[src/rtl/box_drawer_if.sv]
// box_drawer_if
//   Location-processor to box-drawer handshake.
//   Handshake rule: a transfer happens on a rising clock edge where m_valid and
//   m_ready are both 1. box_x, box_y and in_color only matter on that edge.
//   m_ready is driven by the drawer and does not depend on m_valid.
//   Signals:
//     m_valid   processor -> drawer  a new box is offered
//     m_ready   drawer -> processor  drawer is idle and will accept
//     box_x     processor -> drawer  new box left column (9 bits)
//     box_y     processor -> drawer  new box top row (9 bits)
//     in_color  processor -> drawer  new box colour (3 bits)
interface box_drawer_if;
  logic       m_valid;
  logic       m_ready;
  logic [8:0] box_x;
  logic [8:0] box_y;
  logic [2:0] in_color;

  modport master (output m_valid, output box_x, output box_y, output in_color,
                  input m_ready);
  modport slave  (input m_valid, input box_x, input box_y, input in_color,
                  output m_ready);
endinterface

[src/rtl/box_drawer.sv]
// box_drawer
//   Screen-drawer end of the location handshake. Each accepted box first erases
//   the previously drawn box in BG_COLOR, then rasterises the new box, one pixel
//   per clock, row-major, onto the VGA adapter plot interface. Pixels falling
//   outside the screen still take a cycle but are not plotted.
//   Ports:
//     clock      system clock, rising edge
//     reset_n    asynchronous active-low reset
//     loc        handshake interface (slave side)
//     vga_x      pixel column
//     vga_y      pixel row (low 8 bits of the 9-bit row)
//     vga_color  pixel colour
//     plot       write strobe, one pixel per cycle when 1
//     state_dbg  current FSM state (0 idle, 1 erase, 2 draw)
module box_drawer #(
  parameter logic [8:0] BOX_WIDTH     = 9'd10,
  parameter logic [8:0] BOX_HEIGHT    = 9'd48,
  parameter logic [8:0] SCREEN_WIDTH  = 9'd320,
  parameter logic [8:0] SCREEN_HEIGHT = 9'd240,
  parameter logic [2:0] BG_COLOR      = 3'b000
) (
  input  logic         clock,
  input  logic         reset_n,
  box_drawer_if.slave  loc,
  output logic [8:0]   vga_x,
  output logic [7:0]   vga_y,
  output logic [2:0]   vga_color,
  output logic         plot,
  output logic [1:0]   state_dbg
);

  typedef enum logic [1:0] {
    S_IDLE  = 2'd0,
    S_ERASE = 2'd1,
    S_DRAW  = 2'd2
  } state_t;

  state_t     state, state_nxt;
  logic       have_prev;
  logic [5:0] px, py;
  logic [8:0] new_x, new_y, old_x, old_y;
  logic [2:0] new_color;

  logic       busy, accept;
  logic       last_col, last_row, last_pix;
  logic [8:0] base_x, base_y;
  logic [9:0] sum_x, sum_y;
  logic       on_screen;

  assign busy        = (state != S_IDLE);
  assign loc.m_ready = (state == S_IDLE);
  assign accept      = loc.m_valid && (state == S_IDLE);
  assign state_dbg   = state;

  assign last_col = ({3'd0, px} == (BOX_WIDTH  - 9'd1));
  assign last_row = ({3'd0, py} == (BOX_HEIGHT - 9'd1));
  assign last_pix = last_col && last_row;

  // Sums are one bit wider than the coordinates so a box hanging off the
  // right/bottom edge is clipped rather than wrapped back onto the screen.
  assign base_x    = (state == S_ERASE) ? old_x : new_x;
  assign base_y    = (state == S_ERASE) ? old_y : new_y;
  assign sum_x     = {1'b0, base_x} + {4'd0, px};
  assign sum_y     = {1'b0, base_y} + {4'd0, py};
  assign on_screen = (sum_x < {1'b0, SCREEN_WIDTH}) && (sum_y < {1'b0, SCREEN_HEIGHT});

  // Pixel outputs come straight from state and counters.
  always_comb begin
    plot      = 1'b0;
    vga_x     = 9'd0;
    vga_y     = 8'd0;
    vga_color = 3'd0;
    if (busy) begin
      plot  = on_screen;
      vga_x = sum_x[8:0];
      vga_y = sum_y[7:0];
      vga_color = (state == S_ERASE) ? BG_COLOR : new_color;
    end
  end

  always_comb begin
    state_nxt = state;
    case (state)
      S_IDLE:  if (accept)   state_nxt = have_prev ? S_ERASE : S_DRAW;
      S_ERASE: if (last_pix) state_nxt = S_DRAW;
      S_DRAW:  if (last_pix) state_nxt = S_IDLE;
      default: state_nxt = S_IDLE;
    endcase
  end

  always_ff @(posedge clock or negedge reset_n) begin
    if (!reset_n) begin
      state     <= S_IDLE;
      have_prev <= 1'b0;
      px        <= 6'd0;
      py        <= 6'd0;
      new_x     <= 9'd0;
      new_y     <= 9'd0;
      new_color <= 3'd0;
      old_x     <= 9'd0;
      old_y     <= 9'd0;
    end else begin
      state <= state_nxt;
      if (accept) begin
        new_x     <= loc.box_x;
        new_y     <= loc.box_y;
        new_color <= loc.in_color;
        px        <= 6'd0;
        py        <= 6'd0;
      end else if (busy) begin
        // Row-major walk; the counters return to 0 after the last pixel so the
        // draw pass (after an erase) starts at the box corner.
        if (last_col) begin
          px <= 6'd0;
          py <= last_row ? 6'd0 : py + 6'd1;
        end else begin
          px <= px + 6'd1;
        end
      end
      if ((state == S_DRAW) && last_pix) begin
        old_x     <= new_x;
        old_y     <= new_y;
        have_prev <= 1'b1;
      end
    end
  end

endmodule

[src/flat_wrapper.sv]
// flat-port wrapper written by rule: the top's interface ports become plain ports
module box_drawer_flat 
#(
  parameter logic [8:0] BOX_WIDTH     = 9'd10,
  parameter logic [8:0] BOX_HEIGHT    = 9'd48,
  parameter logic [8:0] SCREEN_WIDTH  = 9'd320,
  parameter logic [8:0] SCREEN_HEIGHT = 9'd240,
  parameter logic [2:0] BG_COLOR      = 3'b000
)
  (clock, reset_n, vga_x, vga_y, vga_color, plot, state_dbg, loc_m_valid, loc_box_x, loc_box_y, loc_in_color, loc_m_ready);
  box_drawer_if loc_i ();
  input  logic clock;
  input  logic reset_n;
  output logic [8:0] vga_x;
  output logic [7:0] vga_y;
  output logic [2:0] vga_color;
  output logic plot;
  output logic [1:0] state_dbg;
  input wire logic [$bits(loc_i.m_valid)-1:0] loc_m_valid;
  input wire logic [$bits(loc_i.box_x)-1:0] loc_box_x;
  input wire logic [$bits(loc_i.box_y)-1:0] loc_box_y;
  input wire logic [$bits(loc_i.in_color)-1:0] loc_in_color;
  output wire logic [$bits(loc_i.m_ready)-1:0] loc_m_ready;
  assign loc_i.m_valid = loc_m_valid;
  assign loc_i.box_x = loc_box_x;
  assign loc_i.box_y = loc_box_y;
  assign loc_i.in_color = loc_in_color;
  assign loc_m_ready = loc_i.m_ready;
  box_drawer #(.BOX_WIDTH(BOX_WIDTH), .BOX_HEIGHT(BOX_HEIGHT), .SCREEN_WIDTH(SCREEN_WIDTH), .SCREEN_HEIGHT(SCREEN_HEIGHT), .BG_COLOR(BG_COLOR)) u_core (.clock(clock), .reset_n(reset_n), .loc(loc_i), .vga_x(vga_x), .vga_y(vga_y), .vga_color(vga_color), .plot(plot), .state_dbg(state_dbg));
endmodule
[config.mk]
export PLATFORM = sky130hd
export DESIGN_NAME = box_drawer_flat
export DESIGN_NICKNAME = d
export VERILOG_FILES = /design/src/rtl/box_drawer_if.sv /design/src/rtl/box_drawer.sv /design/src/flat_wrapper.sv
export SDC_FILE = /design/constraint.sdc
export NUM_CORES = 1
export LEC_CHECK = 0
export ABC_AREA = 1
export CORE_MARGIN = 3
export CORE_UTILIZATION = 40
export CTS_CLUSTER_SIZE = 8
export DETAILED_ROUTE_END_ITERATION = 8
export DONT_BUFFER_PORTS = 1
export PLACE_DENSITY_LB_ADDON = 0.08
export SLEW_MARGIN = 20
export SYNTH_ARGS = -nofsm -noshare
export SYNTH_HDL_FRONTEND = slang
export SYNTH_SLANG_ARGS = --single-unit
[constraint.sdc]
create_clock -name clock -period 2.7 [get_ports clock]
set_clock_uncertainty 0.05 [all_clocks]
set_input_delay 0.54 -clock clock [delete_from_list [all_inputs] [get_ports clock]]
set_output_delay 0.54 -clock clock [all_outputs]
set_load 0.005 [all_outputs]
Word-level counts from Yosys, hierarchy flattened
Index checks and enable logic that the tools add are counted.
{ "word_totals": {"regBits": 54, "inputBits": 24, "output_inout_bits": 24, "word_cells": 51} }
{ "classes": {"n_addsub": 4, "n_lt_le_gt_ge": 2, "eq_ne": 7, "muxes": 19, "reduce_logical": 10} }
{ "op_table": {"columns": ["op", "n"], "rows": [
  ["$mux W6", 7],
  ["$mux W9", 3],
  ["$add A9 B6 Y10", 2],
  ["$add A6 B1 Y6 const B", 2],
  ["$lt A10 B8 Y1 const B", 1],
  ["$lt A10 B9 Y1 const B", 1],
  ["$mux W2", 4],
  ["$mux W8", 1],
  ["$eq A6 B4 Y1 const B", 1],
  ["$eq A6 B6 Y1 const B", 1],
  ["$mux W3", 2],
  ["$ne A2 B1 Y1 const B", 3],
  ["$pmux W2 S3", 1],
  ["$reduce_bool A2 Y1", 3],
  ["$logic_and A1 B1 Y1", 4],
  ["$reduce_and A3 Y1", 1],
  ["$eq A2 B1 Y1 const B", 1],
  ["$eq A2 B2 Y1 const B", 1],
  ["$logic_not A2 Y1", 1],
  ["$reduce_and A2 Y1", 1],
  ["$mux W1", 1]
]} }

Depth between registers and ports, before layout
{ "logic_depth": {"word_depth": 6, "depth_mapped": 19, "depth_no_buf": 18} }

Least setup slack after synthesis
OpenSTA, ideal clock, no wires.
{ "synth_path": {"kind": "register to output", "startpoint": "register u_core.state[1], in the netlist u_core.state_dbg[1]", "endpoint": "output port plot", "arrival_ns": 2.377, "required_ns": 2.110, "path_slack_ns": -0.267, "stages_incl_launch_ff": 19, "path_buffers": 1, "path_cell_list": "dfrtp_1 -> inv_2 -> nand2_2 -> inv_1 -> clkbuf_1 -> nand2_1 -> o21ai_0 -> ha_1 -> inv_1 -> fa_1 -> inv_1 -> nand3_1 -> nand3b_1 -> nand2_1 -> nand3b_1 -> nor2_1 -> nand2_1 -> nand2_1 -> nor2_1"} }
{ "synth_between": {"elab_chain_len": 6, "elab_cells_between_ends": 10, "cone_classes": "2 x add/sub; 2 x order compare; 1 x eq/ne; 3 x mux; 2 x reduce/logical"} }
{ "synth_lines": {"columns": ["element", "line", "source"], "rows": [
  ["start, declared", "box_drawer.sv:38", "state_t state, state_nxt;"],
  ["start signal, assigned", "box_drawer.sv:103", "state <= state_nxt;"],
  ["$eq A2 B1 Y1", "box_drawer.sv:61, box_drawer.sv:62", null],
  ["$mux W9, on equally long branches", "box_drawer.sv:61, box_drawer.sv:62", null],
  ["$add A9 B6 Y10, on equally long branches", "box_drawer.sv:63, box_drawer.sv:64", null],
  ["$lt A10 B9 Y1 or $lt A10 B8 Y1 (tied branches)", "box_drawer.sv:65", "assign on_screen = (sum_x < {1'b0, SCREEN_WIDTH}) && (sum_y < {1'b0, SCREEN_HEIGHT});"],
  ["$logic_and A1 B1 Y1", "box_drawer.sv:65", null],
  ["$mux W1 *", "box_drawer.sv:73", "if (busy) begin"],
  ["end, declared", "flat_wrapper.sv:17", "output logic plot;"]
]} }
Every way passes the cells marked *; elsewhere a longest branch is shown, timed or not.

Worst setup path in the final report
{ "layout_path": {"startpoint": "register u_core.state[0], in the netlist u_core.state_dbg[0]", "endpoint": "output port plot"} }
The elaborated chain is that of the path after synthesis.

==> flow_metrics.py <==
metrics = {
    "clocking": {
        "worstSkewPairLatency_ps": 310,
        "cts_max_level": 2,
        "clockBufferDepth": 2,
        "cts-root-buf": "clkbuf_8",
        "cts_buffers": 5,
        "clk_transition_reported_paths_ps": 100,
        "numClockSinks": 54,
        "cts_tree": "built",
    },
    "floorplanning": {
        "ios": 48,
        "core_area_sq_um": 7767,
        "die-area_sq_um": 9137,
        "die_x_microns": 95.59,
        "initial_utilization_pct": 41.33,
        "rows": 32,
        "die_y_microns": 95.59,
    },
    "detailed_routing": {
        "wl_met2_microns": 3397,
        "drtAntennaViolNets": 0,
        "wl_met3_microns": 375,
        "met1_length_microns": 3895,
        "drc_errors": 0,
        "dr.pass1.iters": 4,
        "drt_iter0_drc": 94,
        "wl_per_cell_microns": 13.78,
        "wl_microns": 7743,
        "viasPerCell": 4.941,
        "top_layer_used": "met4",
        "route.vias.total": 2777,
    },
    "setup_path": {
        "reg2reg_depth": 7,
        "reg2reg_slack_ps": 570,
        "cp_max_fo": 5,
        "crit_end": "plot",
        "cp_data_arrival_time_ps": 2470,
        "crit_start": "u_core.state_dbg[0]",
        "cp_common_cell": "nand2_1",
        "r2r_end": "u_core.old_x[6]",
        "critPathSlowestCell": "dfrtp_2",
        "crit_required_ps": 2110,
        "cp_cell_sequence": "nand2_8 -> buf_12 -> clkinv_8 -> o21ai_4 -> ha_4 -> buf_4 -> buf_4 -> nand3_2 -> nand2_1 -> nand2_1 -> nand2_1 -> nand3b_1 -> nor2_1 -> nand2_1 -> nand2_1 -> nor2_2",
        "worst_setup_path_end_kind": "output pin",
        "max_stage_delay_ps": 450,
        "crit_cells": 16,
        "criticalPathCategory": "reg2out",
        "critPathLaunchType": "flop",
        "r2r-start": "u_core.py[0]",
        "path_buf_inv": 4,
        "path_delay_family": "simple AND/OR/NAND/NOR gates",
    },
    "final_layout": {
        "drive_gt1_share_pct": 31.52,
        "num-nets-final": 500,
        "layout.cells.non_filler": 562,
        "seq_area_sq_um": 1353,
        "syn_to_final_growth_pct": 31.25,
        "n_fill_cell": 740,
        "finish.instance_area_sq_um": 4214,
        "multi_input_area_sq_um": 1959,
        "n_antenna_cell": 0,
    },
    "synth": {
        "yosysMostFrequentCell": "nand2_1",
        "synth_edf_count": 0,
        "ys_seq_area_share_pct": 42.09,
        "synth_ff_type": "dfrtp_1",
        "async_flop_share_pct": 100.0,
        "yosys-top-cells-area": "dfrtp_1, nand2_1, inv_1",
        "ys_types": 34,
        "synth_warnings": 0,
        "syn-num-nets": 456,
        "synth_seq_cells": 54,
        "synth_top_cell_area_share_pct": 42.09,
        "synth_area_per_cell_sq_um": 7.736,
        "yosysTopAreaCell": "dfrtp_1",
        "synthesis.area_sq_um": 3211,
        "syn_inst": 415,
        "synth_top_cells_by_count": "nand2_1, inv_1, dfrtp_1",
    },
    "placed_design": {
        "io_buffers": 0,
        "preCtsSetupSlack_ps": -150.2,
        "dp_cells": 531,
        "placed_area_sq_um": 3473,
        "hpwl_microns": 5312,
        "gp_congestion": 0.8926,
    },
    "timing": {
        "finalMaxSlewViolations": 0,
        "slew_headroom_pct": 58.18,
        "worst_pin_slew_ps": 620.7,
        "fin_crit_ps": 3062,
        "setup_ws_ps": -362.1,
        "fin_crit_sh_pct": 113.4,
        "hold_slack_ps": 14.07,
        "timing.fmax_mhz": 326.6,
        "tns_ps": -1882,
        "setup_viol": 12,
        "hold_viol": 0,
        "rsz0062_at_grt": "yes",
    },
    "power_and_ir_drop": {
        "vdd_ir_drop_max_mv": 0.3419,
        "p_leak_nw": 2.069,
        "pwr_density_cell_nw_per_um2": 989.6,
    },
    "grt": {
        "grt_pass1_wl_microns": 12180,
        "grt_max_degree": 55,
        "antenna_found_initial": 0,
        "gr-total-overflow": 0,
        "track_usage_pct": 17.38,
        "grt_pass1_vias": 2452,
    },
    "min_path": {
        "hold_path_class": "in2async",
    },
    "status": {
        "violations": "setup timing",
        "status": "complete, but fails checks",
    },
    "job": {
        "max_cap_violations": 0,
    },
}
## worst min path at each step
stage | depth (start not counted) | from | end
finish | 1 | reset_n | u_core.py[4]
global placement | 0 | reset_n | u_core.py[4]
global route | 1 | reset_n | u_core.py[5]
detailed placement | 0 | reset_n | u_core.py[3]
CTS | 1 | reset_n | u_core.new_x[7]
floorplan | 0 | reset_n | u_core.have_prev
## cells by family after synthesis
group | Yosys count | synth area share, %
compound gates | 80 | 13.13
xor+xnor | 6 | 1.637
fa+ha+maj | 17 | 7.093
buf+inv | 68 | 8.768
flops | 54 | 42.09
mux | 9 | 3.157
simple gates | 181 | 24.12
## timing repair
item                                    4_1_cts  5_1_grt
endpoints found under the hold margin        54        0
gates cloned                                  2        1
pin swaps                                    13       35
endpoints found under the setup margin       13       15
gates resized for setup                      36       75
setup buffers                                 6       14
hold buffers                                  1        0
## area by class of cell
| class | instances | share of cell area [%] |
|---|---|---|
| inverters | 57 | 5.374 |
| multi-input cells | 293 | 46.50 |
| repair inverters | 3 | 0.9798 |
| repair buffers | 45 | 9.531 |
| well taps | 102 | 3.028 |
| flip-flops and latches | 54 | 32.10 |
| clock inverters | 1 | 0.2078 |
| clock buffers | 7 | 2.286 |
## sequential cells by signal, summed over array words and instances, names as in the netlist
signal / flops
u_core.state_dbg: 2
u_core.new_color: 3
u_core.new_x: 9
u_core.have_prev: 1
u_core.px: 6
u_core.py: 6
u_core.old_y: 9
u_core.new_y: 9
u_core.old_x: 9
## placed cells by master (no fill, tap or decap), types with 2 or more instances in the layout
master	count
o21a_1	2
ha_1	6
buf_4	38
buf_12	2
nand3_2	7
dfrtp_1	53
xnor2_1	2
a21oi_2	6
inv_2	5
nor2_2	7
o22ai_1	5
o21ai_2	6
nor2_1	39
clkbuf_8	7
fa_2	2
o21ai_1	5
nand4_1	6
ha_4	8
clkinv_8	3
inv_1	51
xor2_1	3
nand3b_1	4
nand2_2	20
mux2_2	9
o21ai_4	7
nand3_1	19
nand2_1	70
o21ai_0	21
buf_6	3
nand2_4	2
a21oi_4	2
a21oi_1	23
## per-stage QoR
step / power, mW / util, %
finish: 4.170 / 54.25
global placement: 2.961 / 44.72
floorplan: 2.434 / -
global route: 4.558 / 54.25
CTS: 3.687 / 48.37
detailed placement: 2.977 / 44.72
## worst reg2reg max path, delay by kind of cell (launching register included)
kind | cells | cell delay [ps]
simple gates | 4 | 780
mux | 1 | 400
flops | 1 | 430
fa+ha+maj | 1 | 230
buf+inv | 1 | 130
## layer usage
layer | global-route usage, % | up-vias
met1 | 26.51 | 1277
li1 | - | 1436
met3 | 3.315 | 5
met5 | 0 | -
met4 | 4.621 | 0
met2 | 24.96 | 59
## report_power, final
group	total [mW]	switching [mW]	internal, mW
combinational	2.50	1.30	1.21
sequential	1.16	0.178	0.987
clock	0.505	0.269	0.236
total	4.17	1.74	2.43
Note: power is estimated with default switching activity, not from simulation.
